### src/rtl/fixed_bias_add_join_pkg.sv
// Shared helpers for the fixed-point bias-add join stage.
// Derivations of lane count, row depth, alignment shift and counter width.
package fixed_bias_add_join_pkg;

    // Values for the default configuration
    localparam int DEF_P          = 1;
    localparam int DEF_BIAS_DEPTH = 32;
    localparam int DEF_SHIFT      = 5;

    function automatic int lanes(input int par0, input int par1);
        return par0 * par1;
    endfunction

    function automatic int beats_per_row(input int size0, input int par0);
        return size0 / par0;
    endfunction

    function automatic int align_shift(input int data_frac, input int bias_frac);
        return data_frac - bias_frac;
    endfunction

    // One spare bit keeps BIAS_DEPTH=1 at a legal nonzero width
    function automatic int cnt_width(input int depth);
        return $clog2(depth) + 1;
    endfunction

endpackage

### src/rtl/fixed_bias_skid_buffer.sv
// Generic 2-entry valid/ready register slice (main + skid).
// Ready depends only on local state, so there is no comb path from out_ready.
module fixed_bias_skid_buffer #(
    parameter int WIDTH = 8
) (
    input  logic             clk,
    input  logic             rst,
    input  logic [WIDTH-1:0] in_data,
    input  logic             in_valid,
    output logic             in_ready,
    output logic [WIDTH-1:0] out_data,
    output logic             out_valid,
    input  logic             out_ready
);

    logic [WIDTH-1:0] main_q, main_d;
    logic [WIDTH-1:0] skid_q, skid_d;
    logic             main_valid_q, main_valid_d;
    logic             skid_valid_q, skid_valid_d;
    logic             push;
    logic             hold;

    assign in_ready  = ~skid_valid_q;
    assign push      = in_valid & in_ready;
    assign hold      = main_valid_q & ~out_ready;
    assign out_data  = main_q;
    assign out_valid = main_valid_q;

    // Next state: hold main while stalled, refill from skid first to keep order
    always_comb begin
        main_d       = main_q;
        skid_d       = skid_q;
        main_valid_d = main_valid_q;
        skid_valid_d = skid_valid_q;
        if (hold) begin
            if (push) begin
                skid_d       = in_data;
                skid_valid_d = 1'b1;
            end
        end else if (skid_valid_q) begin
            main_d       = skid_q;
            main_valid_d = 1'b1;
            skid_valid_d = 1'b0;
        end else begin
            main_valid_d = push;
            if (push) begin
                main_d = in_data;
            end
        end
    end

    // State registers, cleared asynchronously
    always_ff @(posedge clk or posedge rst) begin
        if (rst) begin
            main_q       <= '0;
            skid_q       <= '0;
            main_valid_q <= 1'b0;
            skid_valid_q <= 1'b0;
        end else begin
            main_q       <= main_d;
            skid_q       <= skid_d;
            main_valid_q <= main_valid_d;
            skid_valid_q <= skid_valid_d;
        end
    end

endmodule

### src/rtl/fixed_bias_add_join.sv
// Joins matmul output with its bias stream and adds them lane by lane.
// Bias is sign-extended and shifted to the data binary point; output is registered.
module fixed_bias_add_join
    import fixed_bias_add_join_pkg::*;
#(
    parameter int DATA_IN_PRECISION_0  = 32,
    parameter int DATA_IN_PRECISION_1  = 8,
    parameter int BIAS_PRECISION_0     = 16,
    parameter int BIAS_PRECISION_1     = 3,
    parameter int DATA_OUT_PRECISION_0 = DATA_IN_PRECISION_0 + 1,
    parameter int TENSOR_SIZE_DIM_0    = 32,
    parameter int PARALLELISM_DIM_0    = 1,
    parameter int PARALLELISM_DIM_1    = 1,
    localparam int P          = lanes(PARALLELISM_DIM_0, PARALLELISM_DIM_1),
    localparam int BIAS_DEPTH = beats_per_row(TENSOR_SIZE_DIM_0, PARALLELISM_DIM_0),
    localparam int SHIFT      = align_shift(DATA_IN_PRECISION_1, BIAS_PRECISION_1)
) (
    input  logic                            clk,
    input  logic                            rst,
    input  logic [DATA_IN_PRECISION_0-1:0]  data_in [P],
    input  logic                            data_in_valid,
    output logic                            data_in_ready,
    input  logic [BIAS_PRECISION_0-1:0]     bias_in [P],
    input  logic                            bias_in_valid,
    output logic                            bias_in_ready,
    output logic [DATA_OUT_PRECISION_0-1:0] data_out [P],
    output logic                            data_out_valid,
    input  logic                            data_out_ready,
    output logic                            data_out_last
);

    localparam int DW = DATA_OUT_PRECISION_0;
    localparam int PW = P * DW + 1;
    localparam int CW = cnt_width(BIAS_DEPTH);

    if (BIAS_PRECISION_1 > DATA_IN_PRECISION_1) begin : g_bad_frac
        $error("bias fractional bits exceed data fractional bits");
    end
    if (BIAS_PRECISION_0 + SHIFT > DATA_IN_PRECISION_0) begin : g_bad_width
        $error("aligned bias wider than data input");
    end

    logic          can_accept;
    logic          buf_ready;
    logic          fire;
    logic          last_in;
    logic [CW-1:0] cnt_q, cnt_d;
    logic [PW-1:0] in_payload;
    logic [PW-1:0] out_payload;

    assign can_accept    = buf_ready & ~rst;
    assign data_in_ready = bias_in_valid & can_accept;
    assign bias_in_ready = data_in_valid & can_accept;
    assign fire          = data_in_valid & bias_in_valid & can_accept;
    assign last_in       = (cnt_q == CW'(BIAS_DEPTH - 1));

    for (genvar i = 0; i < P; i++) begin : g_lane
        logic signed [DW-1:0] d_ext;
        logic signed [DW-1:0] b_ext;
        assign d_ext = DW'($signed(data_in[i]));
        assign b_ext = DW'($signed(bias_in[i])) <<< SHIFT;
        assign in_payload[1 + i*DW +: DW] = d_ext + b_ext;
        assign data_out[i] = out_payload[1 + i*DW +: DW];
    end

    assign in_payload[0] = last_in;
    assign data_out_last = out_payload[0];

    // Beat position within the row, advanced only on a real transfer
    always_comb begin
        cnt_d = cnt_q;
        if (fire) begin
            cnt_d = last_in ? '0 : cnt_q + CW'(1);
        end
    end

    // Beat counter register
    always_ff @(posedge clk or posedge rst) begin
        if (rst) begin
            cnt_q <= '0;
        end else begin
            cnt_q <= cnt_d;
        end
    end

    fixed_bias_skid_buffer #(
        .WIDTH(PW)
    ) u_out_buf (
        .clk      (clk),
        .rst      (rst),
        .in_data  (in_payload),
        .in_valid (fire),
        .in_ready (buf_ready),
        .out_data (out_payload),
        .out_valid(data_out_valid),
        .out_ready(data_out_ready)
    );

endmodule
### config.mk
export PLATFORM = sky130hd
export DESIGN_NAME = fixed_bias_add_join
export DESIGN_NICKNAME = d
export VERILOG_FILES = /design/src/rtl/fixed_bias_add_join_pkg.sv /design/src/rtl/fixed_bias_skid_buffer.sv /design/src/rtl/fixed_bias_add_join.sv
export SDC_FILE = /design/constraint.sdc
export NUM_CORES = 1
export LEC_CHECK = 0
export BUFFER_PORTS_ARGS = -buffer_cell sky130_fd_sc_hd__buf_2
export CAP_MARGIN = 0
export CORE_UTILIZATION = 40
export DETAILED_ROUTE_END_ITERATION = 8
export PLACE_DENSITY = 0.63
export SETUP_SLACK_MARGIN = 0.3
export SLEW_MARGIN = 25
export SYNTH_ARGS = -nofsm -noshare
export SYNTH_HDL_FRONTEND = slang
export SYNTH_SLANG_ARGS = --single-unit
export TNS_END_PERCENT = 20
### constraint.sdc
create_clock -name clk -period 2.52 [get_ports clk]
set_input_delay 0.378 -clock clk [delete_from_list [all_inputs] [get_ports clk]]
set_output_delay 0.378 -clock clk [all_outputs]
set_load 0.01 [all_outputs]
==> flow_metrics.env <==
export IMPL_status="completed"
export IMPL_critPathKind="in -> reg"
export IMPL_crit_arrival_ps=2620
export IMPL_ff2ff_path_depth=5
export IMPL_critPathTopFamily="compound AO/OA/AOI/OAI gates"
export IMPL_p_comb_share_pct=29.3
export IMPL_grt_total_usage_pct=19.55
export IMPL_dpl_instance_area_um2=5657
export IMPL_gp_congestion=0.8623
export IMPL_leakagePower_nw=2.965
export IMPL_powerDensity_nw_per_um2=735.6
export IMPL_synth_cell_type_count=53
export IMPL_maxCapViolations=0
export IMPL_final_common_cell="buf_2"
export IMPL_crit_path_max_incr_delay_ps=390
export IMPL_fmax_mhz=410.8
export IMPL_design_area_um2=6232
export IMPL_start_kind="input pin"
export IMPL_antenna_found_initial=0
export IMPL_max_slew_margin_rel_pct=55.49
export IMPL_setup_worst_path_end_class="register"
export IMPL_io_pins=90
export IMPL_core_area_um2=11420
export IMPL_clock_sinks=76
export IMPL_synth_edf_count=0
export IMPL_utilization_pct=54.58
export IMPL_cts_root_buf="clkbuf_16"
export IMPL_mappedNetlistNets=588
export IMPL_ant_nets=0
export IMPL_ir_worst_vdd_v=0.0003886
export IMPL_worst_path_most_repeated_cell="a211oi_4"
export IMPL_insertion_delay_ps=330
export IMPL_wl_per_cell_um=14.95
export IMPL_drtIter0Drc=245
export IMPL_worstMarginPinSlew_ps=667.6
export IMPL_cts_buffers=9
export IMPL_dp_hpwl_mm=8.607
export IMPL_cpMaxStageDelayCell="a221o_2"
export IMPL_hold_class="in -> async"
export IMPL_cp_buffers_inverters=1
export IMPL_synth_top_cell_area_share_pct=40.43
export IMPL_yosysSeqAreaShare_pct=40.43
export IMPL_cts_tree="yes"
export IMPL_hold_viol_final=0
export IMPL_rsz0062_at_grt="yes"
export IMPL_swShare_pct=29.80
export IMPL_die_area_um2=12200
export IMPL_p_int_mw=3.218
export IMPL_htreeDepth=3
export IMPL_finalCriticalPeriod_ps=2435
export IMPL_slew_violations=0
export IMPL_synth_area_leaders="dfrtp_1 (40%), ha_1 (7.4%), o21ai_0 (5.7%)"
export IMPL_p_switching_mw=1.366
export IMPL_synthArstFlopShare_pct=100.0
export IMPL_setup_viol=0
export IMPL_clk_path_buf_depth=2
export IMPL_syn_inst=506
export IMPL_cts_clk_slew_worst_paths_ps=60
export IMPL_area_growth_pct=32.47
export IMPL_layout_common_cells="buf_2 (87), dfrtp_1 (75), nand2_1 (69)"
export IMPL_crit_chain="buf_6 -> ha_4 -> fa_2 -> a21o_1 -> a221o_2 -> a211oi_4 -> o221ai_4 -> a211oi_4 -> mux2i_1 -> a211oi_2"
export IMPL_io_buffers=89
export IMPL_fin_nets=717
export IMPL_initial_core_util_pct=41.20
export IMPL_seq_power_share_pct=37.9
export IMPL_clock_power_share_pct=32.8
export IMPL_grt_pass1_vias=4015
export IMPL_vias=4168
export IMPL_path_depth=10
export IMPL_r2r_slack_ps=460
export IMPL_layout_drive_gt1_share_pct=32.81
export IMPL_wl_mm=11.71
export IMPL_grt_max_degree=52
export IMPL_die_h_um=110.5
export IMPL_ys_flop_type="dfrtp_1"
export IMPL_num_fill_cells=1027
export IMPL_synth_warnings=0
export IMPL_crit_required_ps=2700
export IMPL_synth_seq_cells=76
export IMPL_syn_area_per_cell_um2=9.297
export IMPL_cts_hold_buffers=0
export IMPL_min_period_over_period_pct=96.61
export IMPL_antenna_diode_count=0
export IMPL_cp_max_fo=3
export IMPL_die_w_um=110.5
export IMPL_yosysTopAreaCell="dfrtp_1"
export IMPL_drc=0
export IMPL_synth_cell_area_um2=4705
export IMPL_fp_row_count=39
export IMPL_detail_route_first_pass_iterations=4
export IMPL_overflow=0
export IMPL_viasPerCell=5.323
export IMPL_grt_pass1_wl_mm=19.42
export IMPL_clock_skew_ps=4.242
==> registers in the layout, summed over array words and instances (netlist names) <==
name	cells
u_out_buf.skid_valid_q	1
u_out_buf.skid_q	34
u_out_buf.out_valid	1
u_out_buf.out_data	34
cnt_q	6
==> path summary, 6_finish.rpt <==
check	from	endpoint
setup reg to reg	u_out_buf.skid_valid_q	u_out_buf.skid_q[15]
min in group clk	data_in[1]	u_out_buf.skid_q[2]
hold reg to reg	u_out_buf.out_data[13]	u_out_buf.out_data[13]
max in group asynchronous	rst	u_out_buf.skid_valid_q
hold / removal	rst	cnt_q[5]
setup / recovery	bias_in[0]	u_out_buf.out_data[30]
==> metrics by stage <==
stage / std cells / hold slack [ps] / worst slack [ps] / setup TNS (ps) / power (mW)
floorplan: 506 / 441.2 / -107.4 / -189.6 / 2.508
global placement: 759 / 454.0 / -377.9 / -3731 / 2.976
detailed placement: 759 / 460.9 / -456.2 / -5007 / 3.025
CTS: 780 / 150.8 / 55.52 / 0 / 4.565
global route: 783 / 190.0 / 24.57 / 0 / 4.842
finish: 783 / 132.5 / 85.45 / 0 / 4.584
==> final cells by class <==
cell class | instances | area, um^2 | area share, %
Sequential cell | 76 | 1903 | 30.54
Inverter | 6 | 26.28 | 0.4216
Timing Repair Buffer | 147 | 933.4 | 14.98
Clock inverter | 4 | 95.09 | 1.526
Clock buffer | 12 | 256.5 | 4.116
Tap cell | 143 | 178.9 | 2.871
Multi-Input combinational cell | 395 | 2839 | 45.55
==> cells by family after synthesis <==
kind of cell	count (synthesis)	share of synthesized area [%]
adder cells (fa/ha/maj)	29	7.872
XOR/XNOR	27	5.027
AND/OR/NAND/NOR	165	16.52
buffers and inverters	35	3.191
AO/OA/AOI/OAI	133	17.74
flip-flops	76	40.43
multiplexers	41	9.229
==> what timing repair did <==
action	CTS	global route
buffers inserted	5	3
resized for setup	8	17
hold endpoints to repair	0	0
endpoints found under the setup margin	22	40
pin swaps	15	16
==> layer usage <==
metal / wire [um] / track usage (%) / up-vias
met3: 357 / 2.854 / 8
li1: - / - / 2082
met4: 110 / 6.133 / 0
met5: 0 / 0 / -
met1: 5744 / 27.36 / 2005
met2: 5496 / 31.18 / 73
==> cells in the mapped netlist, types with 2 or more instances <==
| library cell | n |
|---|---|
| a211oi_1 | 4 |
| a211oi_2 | 3 |
| a21o_1 | 11 |
| a21oi_1 | 26 |
| a31o_2 | 2 |
| a31oi_1 | 5 |
| and2_1 | 3 |
| and3_1 | 4 |
| and3_2 | 2 |
| buf_1 | 4 |
| buf_2 | 2 |
| clkbuf_1 | 21 |
| dfrtp_1 | 76 |
| ha_1 | 28 |
| inv_1 | 6 |
| mux2_2 | 19 |
| mux2i_1 | 22 |
| nand2_1 | 69 |
| nand2b_1 | 6 |
| nand3_1 | 21 |
| nand4_1 | 8 |
| nor2_1 | 23 |
| nor2b_1 | 7 |
| nor3_1 | 10 |
| nor3b_1 | 4 |
| nor4_1 | 3 |
| o211ai_1 | 8 |
| o21a_1 | 4 |
| o21ai_0 | 54 |
| o21bai_1 | 2 |
| o31a_1 | 2 |
| xnor2_1 | 13 |
| xor2_1 | 14 |
==> power groups by stage <==
stage               clock, mW  sequential, mW  combinational, mW
floorplan                   0            1.80              0.713
global placement            0            1.74               1.24
detailed placement          0            1.76               1.27
CTS                      1.53            1.74               1.30
global route             1.58            1.78               1.48
finish                   1.50            1.74               1.34
No activity file was read; power rests on OpenSTA's default activity.
